<file path="config.mk">
export PLATFORM = sky130hd
export DESIGN_NAME = alu_issue_ctrl
export DESIGN_NICKNAME = d
export VERILOG_FILES = /design/src/rtl/alu_issue_ctrl.sv
export SDC_FILE = /design/constraint.sdc
export NUM_CORES = 1
export LEC_CHECK = 0
export BUFFER_PORTS_ARGS = -buffer_cell sky130_fd_sc_hd__buf_2
export CAP_MARGIN = 25
export CORE_MARGIN = 2
export CORE_UTILIZATION = 45
export CTS_BUF_LIST = sky130_fd_sc_hd__clkbuf_16
export DETAILED_ROUTE_END_ITERATION = 7
export GPL_ROUTABILITY_DRIVEN = 0
export PLACE_DENSITY_LB_ADDON = 0.05
export SYNTH_ARGS = -nofsm -noshare
export SYNTH_HDL_FRONTEND = slang
export SYNTH_SLANG_ARGS = --single-unit
</file>
<file path="constraint.sdc">
create_clock -name clk -period 2 [get_ports clk]
set_input_delay 0.3 -clock clk [delete_from_list [all_inputs] [get_ports clk]]
set_output_delay 0.3 -clock clk [all_outputs]
set_load 0.005 [all_outputs]
</file>
<file path="src/rtl/alu_issue_ctrl.sv">
// alu_issue_ctrl
//
// Multi-cycle issue controller for a single-cycle ALU. It accepts one
// 32-bit instruction over a valid/ready handshake and reads rs/rt from an
// external register file, which has one cycle of read latency. It then
// drives the ALU operands and selector, captures the ALU result, and writes
// that result back to rd. An instruction occupies the controller for four
// cycles: IDLE -> READ -> EXEC -> WB.
//
// Instruction format:
//   op = instr[31:27], rd = instr[26:22], rs = instr[21:17],
//   rt = instr[16:12], imm = instr[15:0] (zero-extended)
// Legal ops: 2 NOT (rs, 0), 7 NORI (rs, imm), 16 ADD (rs, rt), 19 NOR (rs, rt).
//
// Ports:
//   clk, reset               single rising-edge clock, synchronous active-high reset
//   instr, instr_valid       instruction source; transfers when valid & ready
//   instr_ready              high only while IDLE
//   rf_ra1, rf_ra2           register-file read addresses (rs, rt); held between uses
//   rf_rd1, rf_rd2           register-file read data, valid one cycle after address
//   rf_we, rf_wa, rf_wd      register-file write port (WB only; wa/wd zero when idle)
//   alu_i1, alu_i2, alu_sel  ALU operands and selector (non-zero only in EXEC)
//   alu_o                    ALU result, captured at the end of EXEC
//   done, illegal            one-cycle retire pulse; illegal flags an unsupported op
//   retired                  wrapping count of retired instructions, illegal ones included

module alu_issue_ctrl #(
    parameter int DATA_W = 32,
    parameter int REG_AW = 5,
    parameter int CNT_W  = 16
) (
    input  logic              clk,
    input  logic              reset,
    input  logic [31:0]       instr,
    input  logic              instr_valid,
    output logic              instr_ready,
    output logic [REG_AW-1:0] rf_ra1,
    output logic [REG_AW-1:0] rf_ra2,
    input  logic [DATA_W-1:0] rf_rd1,
    input  logic [DATA_W-1:0] rf_rd2,
    output logic              rf_we,
    output logic [REG_AW-1:0] rf_wa,
    output logic [DATA_W-1:0] rf_wd,
    output logic [DATA_W-1:0] alu_i1,
    output logic [DATA_W-1:0] alu_i2,
    output logic [4:0]        alu_sel,
    input  logic [DATA_W-1:0] alu_o,
    output logic              done,
    output logic              illegal,
    output logic [CNT_W-1:0]  retired
);

    typedef enum logic [1:0] {
        S_IDLE = 2'd0,
        S_READ = 2'd1,
        S_EXEC = 2'd2,
        S_WB   = 2'd3
    } state_e;

    localparam logic [4:0] OP_NOT  = 5'd2;
    localparam logic [4:0] OP_NORI = 5'd7;
    localparam logic [4:0] OP_ADD  = 5'd16;
    localparam logic [4:0] OP_NOR  = 5'd19;

    state_e              state_q, state_d;
    logic [31:0]         instr_q, instr_d;
    logic [REG_AW-1:0]   ra1_q, ra1_d;
    logic [REG_AW-1:0]   ra2_q, ra2_d;
    logic [DATA_W-1:0]   result_q, result_d;
    logic [CNT_W-1:0]    retired_q, retired_d;

    // Fields of the latched instruction.
    logic [4:0]          op;
    logic [4:0]          rd;
    logic [DATA_W-1:0]   imm_ext;
    logic                legal;
    logic                wr_en;

    assign op      = instr_q[31:27];
    assign rd      = instr_q[26:22];
    assign imm_ext = DATA_W'(instr_q[15:0]);
    assign legal   = (op == OP_NOT) || (op == OP_NORI) ||
                     (op == OP_ADD) || (op == OP_NOR);

    // ------------------------------------------------------------------
    // Next-state logic
    // ------------------------------------------------------------------
    always_comb begin
        // NOTE: every variable gets a default before the case so that no
        // path leaves it unassigned; otherwise synthesis infers a latch.
        state_d   = state_q;
        instr_d   = instr_q;
        ra1_d     = ra1_q;
        ra2_d     = ra2_q;
        result_d  = result_q;
        retired_d = retired_q;

        case (state_q)
            S_IDLE: begin
                if (instr_valid) begin
                    state_d = S_READ;
                    instr_d = instr;
                    // Loading the read addresses at acceptance makes them
                    // valid throughout READ and lets them hold afterwards.
                    ra1_d   = REG_AW'(instr[21:17]);
                    ra2_d   = REG_AW'(instr[16:12]);
                end
            end
            S_READ: state_d = S_EXEC;
            S_EXEC: begin
                state_d   = S_WB;
                result_d  = alu_o;
                // Counting on entry to WB makes retired already show the new
                // value in the same cycle that done pulses.
                retired_d = retired_q + CNT_W'(1);
            end
            S_WB:    state_d = S_IDLE;
            default: state_d = S_IDLE;
        endcase
    end

    // ------------------------------------------------------------------
    // State registers
    // ------------------------------------------------------------------
    always_ff @(posedge clk) begin
        // NOTE: non-blocking assignments here, so every flop samples the
        // values from before the edge regardless of statement order.
        if (reset) begin
            state_q   <= S_IDLE;
            instr_q   <= '0;
            ra1_q     <= '0;
            ra2_q     <= '0;
            result_q  <= '0;
            retired_q <= '0;
        end else begin
            state_q   <= state_d;
            instr_q   <= instr_d;
            ra1_q     <= ra1_d;
            ra2_q     <= ra2_d;
            result_q  <= result_d;
            retired_q <= retired_d;
        end
    end

    // ------------------------------------------------------------------
    // Outputs: decoded from the state register and the latched instruction.
    // The write strobe comes from the state, so a reset edge that leaves WB
    // or EXEC kills any pending write.
    // ------------------------------------------------------------------
    always_comb begin
        instr_ready = (state_q == S_IDLE);
        rf_ra1      = ra1_q;
        rf_ra2      = ra2_q;
        retired     = retired_q;

        alu_sel = '0;
        alu_i1  = '0;
        alu_i2  = '0;
        if (state_q == S_EXEC && legal) begin
            alu_sel = op;
            alu_i1  = rf_rd1;
            case (op)
                OP_NORI:        alu_i2 = imm_ext;
                OP_ADD, OP_NOR: alu_i2 = rf_rd2;
                default:        alu_i2 = '0;
            endcase
        end

        done    = (state_q == S_WB);
        illegal = (state_q == S_WB) && !legal;
        wr_en   = (state_q == S_WB) && legal && (rd != 5'd0);
        rf_we   = wr_en;
        rf_wa   = wr_en ? REG_AW'(rd) : '0;
        rf_wd   = wr_en ? result_q    : '0;
    end

endmodule

</file>
# == After elaboration in Yosys (flattened, before gate mapping) ==
# Cells that the tools add are included.
# totals
wordCells,35
input_bits,131
register_bits,92
# classes
eq_ne,8
n_mux,8
addsub,1
reduce_logical,12
# ops
operator,count
32-bit 2-to-1 mux,3
32-bit case mux with 2 select lines,1
"16-bit by 1-bit adder with 16-bit output, second input constant",1
"5-bit == test, second input constant",2
5-bit 2-to-1 mux,2
2-bit case mux with 4 select lines,1
"5-bit by 2-bit == test with 1-bit output, second input constant",1
"5-bit by 3-bit == test with 1-bit output, second input constant",1
5-bit nonzero test,1
"2-bit == test, second input constant",2
1-bit logical AND,4
1-bit logical OR,3
"2-bit by 1-bit == test with 1-bit output, second input constant",1
2-bit zero test,1
2-bit 2-to-1 mux,1
"2-bit inequality test, second input constant",1
2-bit AND reduction,1
2-bit OR reduction,1
1-bit zero test,1

# == Depth between registers and ports, before layout ==
# depth
ltp_word,7
depth_mapped,7
mapped_depth_nobuf,5

# == Worst setup path before layout ==
# No wires, ideal clock.
# synth_path
path_kind,register -> output
startpoint,reg state_q[0]
endpoint,out alu_i1[0]
path_stages_with_launch,7
n_path_buf,2
arrival_time_ns,1.335
setup_slack_ns,0.365
cell_sequence,dfxtp_1 inv_1 ha_1 nand2b_1 buf_2 clkbuf_1 nor3b_2
# synth_between
elab_chain_cells,3
# synth_rtl
element,line_no,text
"start, declared",65,"state_e state_q, state_d;"
"start signal, assigned",136,state_q <= state_d;
2-bit == test,159,if (state_q == S_EXEC && legal) begin
1-bit logical AND,159,
32-bit 2-to-1 mux,159,
"end, declared",44,"output logic [DATA_W-1:0] alu_i1,"
# Every way passes these cells.

# == Worst setup path in the final report ==
# layout_path
startpoint,reg instr_q[25]
endpoint,out rf_wd[16]
# layout_between
elab_chain_cells,3
# layout_rtl
element,line_no,text
"start, declared",66,"logic [31:0] instr_q, instr_d;"
"start signal, assigned",137,instr_q <= instr_d;
5-bit nonzero test,171,wr_en = (state_q == S_WB) && legal && (rd != 5'd0);
1-bit logical AND,171,
32-bit 2-to-1 mux,174,rf_wd = wr_en ? result_q : '0;
"end, declared",43,"output logic [DATA_W-1:0] rf_wd,"
# Every way passes these cells.

==> qor_table.md <==
| Group | Quantity | Value |
| --- | --- | --- |
| drt | Detailed-route via count | 4821 |
| pwr | Total power density per cell area | 949.2 nW/um2 |
| global routing | Via count of the first global-routing pass | 4591 |
| floorplanning | Core Box Area | 10700 um2 |
| cts | Number of sinks driven by the clock tree | 82 |
| hold path | WHS Endpoint | instr_q[25] |
| yosys | Number of nets produced by synthesis | 674 |
| pwr | Switching share of total power | 36.94% |
| global routing | Number of antenna violations at the first check in global routing | 2 |
| yosys | Basic-gate share of the synthesized area counting and, or, nand and nor cells | 38.20% |
| floorplanning | Count of standard-cell rows | 38 |
| drt | Starting DRC count in detailed routing | 191 |
| critical path | Worst stage delay on the critical path | 0.54 ns |
| drt | Routed Wire Length | 16.42 mm |
| yosys | Post-synthesis share of cell area spent on full adders, half adders and majority gates | 1.024% |
| cts | CTS tree | yes |
| critical path | CP Launch Type | flip-flop |
| global routing | Wire length of the first global-routing pass | 23.69 mm |
| drt | Routed wire per std cell | 17.56 um |
| layout | Fraction of final layout cells with drive strength greater than 1 | 56.24% |
| yosys | Complex-gate fraction of the synthesized area | 9.493% |
| sta | Setup slack after layout | -0.1723 ns |
| critical path | Worst path buffer plus inverter count | 2 |
| floorplanning | Die extent in y | 108.2 um |
| floorplanning | Initial Utilization | 45.71% |
| floorplanning | DIE WIDTH | 108.2 um |
| global routing | Gr usage total | 26.28% |
| global routing | Grt total ovfl | 0 |
| critical path | Worst reg2reg endpoint | retired[15] |
| cts | Total clock buffers created by CTS | 9 |
| drt | Number of antenna-violating nets in the routed design | 0 |
| job | Max-Cap Viols | 0 |
| sta | Fmax | 460.3 MHz |
| sta | Unrepaired setup endpoints after global routing | true |
| critical path | Arrival @ worst endpoint | 1.87 ns |
| floorplanning | Area of the die | 11720 um2 |
| yosys | Area of the mapped netlist | 4890 um2 |
| floorplanning | I/O pin count | 267 |
| sta | Worst slack on hold paths | 0.2022 ns |
| status | Violations in the final reports | setup timing |
| drt | Detailed-route vias per instance | 5.156 |
| drt | DRC violations left | 0 |
| placed design | Quantity of I/O buffers inserted on ports | 265 |
| critical path | Required time reported for the critical path endpoint | 1.70 ns |
| sta | Pin slew with the least headroom to its limit | 0.5649 ns |
| sta | Total setup violations reported at the end of the flow | 107 |
| pwr | Worst IR drop on VDD | 658.9 uV |
| hold path | Class of the tightest hold or removal check | input pin to flip-flop |
| yosys | Avg Synthesized Cell Area | 9.072 um2 |
| yosys | Number of distinct library cell variants in the gate-level netlist after synthesis | 42 |
| pwr | Leak Pwr | 3.105 nW |
| critical path | Cell at the slowest stage of the critical path | sky130_fd_sc_hd__or4_4 |
| placed design | Detailed-placement wirelength estimate | 11.22 mm |
| critical path | Crit path cell chain | or4_4 > o21ai_4 > buf_12 > nor3b_2 > buf_2 |
| pwr | Part of the total power dissipated in sequential elements | 31.5% |
| hold path | Count of cells along the worst hold path | 3 |
| sta | Total count of hold-check failures in the final report | 0 |
| critical path | Sort of element at the end of the critical path | primary output |
| layout | Final #Nets | 923 |
| cts | CTS H-Tree Depth | 3 |
| pwr | P_sw | 0.002529 W |
| pwr | Share of power burned in combinational logic | 43.1% |
| critical path | Dominant delay contributor by cell family on the critical path | simple AND/OR/NAND/NOR gates |
| critical path | R2R depth | 6 |
| layout | Final std cells w/o fill | 935 |
| layout | Area growth from synthesis to layout | 47.54% |
| hold path | Startpoint of the lowest-slack hold path | instr[25] |
| critical path | Critical path start-end classification | flip-flop to primary output |
| yosys | Largest family of logic cells by synthesized area | simple AND/OR/NAND/NOR gates |
| pwr | Internal power component | 0.004318 W |
| drt | Number of iterations in the first detailed-routing pass | 4 |
| cts | Clk Tree Root Cell | sky130_fd_sc_hd__clkbuf_16 |
| yosys | Gate count after technology mapping | 539 |
| pwr | Clock power share | 25.3% |
| global routing | Pin count of the biggest net entering global routing | 62 |
| yosys | Share of the yosys chip area belonging to registers | 33.57% |
| cts | Clock latency reported for the late side of the worst-skew pair | 0.33 ns |
| sta | Worst max-slew margin expressed relative to the limit | 62.34% |
| critical path | Launch point of the worst reg-to-reg path | state_q[0] |
| sta | Time the final worst path needs with I/O delays and setup | 2.172 ns |
| yosys | Syn. warnings | 0 |
| status | Status | finished with violations |
| sta | Worst setup skew after layout | 0.006795 ns |
| yosys | Proportion of synthesized area in mux cells | 8.112% |
| sta | Part of the cycle the worst path needs | 108.6% |
| critical path | Slack of the worst reg-to-reg path | 0.13 ns |
| cts | Max clock buf depth | 2 |
| critical path | Max FO, Critical Path | 33 |
| sta | Max Transition Viols Final | 0 |
| cts | Clock transition at the registers of the reported paths | 0.06 ns |
| placed design | Total placed cells including tap cells | 901 |
| cts | Count of hold-fix buffers inserted at cts | 0 |
| yosys | Number of storage elements in the synthesis netlist | 82 |
| yosys | Xor and xnor area share after synthesis | 1.075% |
-- worst max path at each step --
stage / cells past startpoint / from / endpoint / slack (ns)
2_1_floorplan: 6 / state_q[0] / alu_i1[0] / 0.36
3_3_place_gp: 5 / instr_q[28] / rf_wd[23] / 0.006
3_5_place_dp: 5 / instr_q[31] / rf_wd[23] / -0.05
4_1_cts: 6 / instr_q[29] / rf_wd[29] / -0.18
5_1_grt: 5 / instr_q[25] / rf_wd[31] / -0.21
6_report: 5 / instr_q[25] / rf_wd[16] / -0.17
-- Yosys cell counts, drive strengths merged --
cell type,count,area [um2]
a211oi,18,210.2
a21oi,38,190.2
and2,3,18.77
and3,16,100.1
and4bb,1,12.51
buf,49,347.8
clkbuf,13,50.04
conb,1,3.750
dfxtp,82,1642
ha,4,50.05
inv,4,15.01
mux2,5,56.30
mux2i,34,340.3
nand2,74,277.8
nand2b,2,12.51
nand3,36,185.2
nand4,5,37.53
nor2,46,172.7
nor2b,6,37.54
nor3,5,35.03
nor3b,69,869.6
nor4,5,31.28
nor4b,2,23.77
o21a,1,7.510
o21ai,3,26.28
o31ai,4,30.03
or3,2,12.51
or4,5,41.29
xnor2,2,17.52
xor2,4,35.03
-- worst min-delay path, cell delays in order --
cell                      delay, ns
sky130_fd_sc_hd__buf_2         0.10
sky130_fd_sc_hd__nand2_1       0.04
sky130_fd_sc_hd__a21oi_1       0.05
-- state kept, by name, indices dropped and copies added (netlist names) --
signal    cells
instr_q      32
state_q       2
result_q     32
retired      16
-- power groups by stage --
stage / logic (W) / clock network, W / registers, W
2_1_floorplan: 0.00182 / 0 / 0.00209
3_3_place_gp: 0.00225 / 0 / 0.00214
3_5_place_dp: 0.00233 / 0 / 0.00216
4_1_cts: 0.00277 / 0.00176 / 0.00215
5_1_grt: 0.00319 / 0.00185 / 0.00219
6_report: 0.00295 / 0.00173 / 0.00216
-- stage by stage --
step	setup TNS (ns)	setup WS [ns]	power [W]	area, um2	util, %
2_1_floorplan	0	0.3649	0.003908	4890	-
3_3_place_gp	0	0.005918	0.004390	6228	58.22
3_5_place_dp	-0.1672	-0.05222	0.004483	6228	58.22
4_1_cts	-10.75	-0.1826	0.006680	6865	64.18
5_1_grt	-17.16	-0.2144	0.007220	7214	67.44
6_report	-10.94	-0.1723	0.006848	7214	67.44
-- final cells by class --
cell class	count	area, um2
Sequential cell	82	1660
Fill cell	882	3483
Inverter	4	15.01
Antenna cell	2	5.005
Clock buffer	9	225.2
Tap cell	140	175.2
Clock inverter	7	83.83
Timing Repair Buffer	299	1932
Multi-Input combinational cell	392	3118
-- cell usage in the layout (no fill, tap or decap), types with 6 or more instances in the layout --
master,n
sky130_fd_sc_hd__a211oi_2,16
sky130_fd_sc_hd__a21oi_1,38
sky130_fd_sc_hd__and3_4,15
sky130_fd_sc_hd__buf_12,7
sky130_fd_sc_hd__buf_2,250
sky130_fd_sc_hd__buf_4,12
sky130_fd_sc_hd__buf_6,22
sky130_fd_sc_hd__clkbuf_16,11
sky130_fd_sc_hd__dfxtp_1,75
sky130_fd_sc_hd__mux2i_1,34
sky130_fd_sc_hd__nand2_1,74
sky130_fd_sc_hd__nand3_1,30
sky130_fd_sc_hd__nor2_1,46
sky130_fd_sc_hd__nor2b_1,6
sky130_fd_sc_hd__nor3b_2,60
sky130_fd_sc_hd__nor3b_4,9
-- layer usage --
| metal | GRT usage (%) | wire (um) | vias up |
|---|---|---|---|
| met2 | 48.29 | 8561 | 166 |
| met1 | 26.75 | 6073 | 2245 |
| met3 | 6.992 | 1032 | 41 |
| li1 | - | - | 2369 |
| met4 | 14.93 | 750 | 0 |
| met5 | 0 | 0 | - |
-- cells by family (layout without fill, tap and decap cells) --
kind of cell / Yosys count / count (layout)
compound gates: 64 / 64
xor+xnor: 6 / 6
fa+ha+maj: 4 / 4
buf+inv: 66 / 319
flops: 82 / 82
mux: 39 / 39
other cells: 1 / 3
simple gates: 277 / 278
-- timing repair --
| action | CTS | global route |
|---|---|---|
| pin swaps | 22 | 38 |
| cloned | 5 | 4 |
| buffers inserted | 5 | 3 |
| resized for setup | 32 | 64 |
| endpoints found under the setup margin | 107 | 107 |
Power figures use the tool's default switching activity.
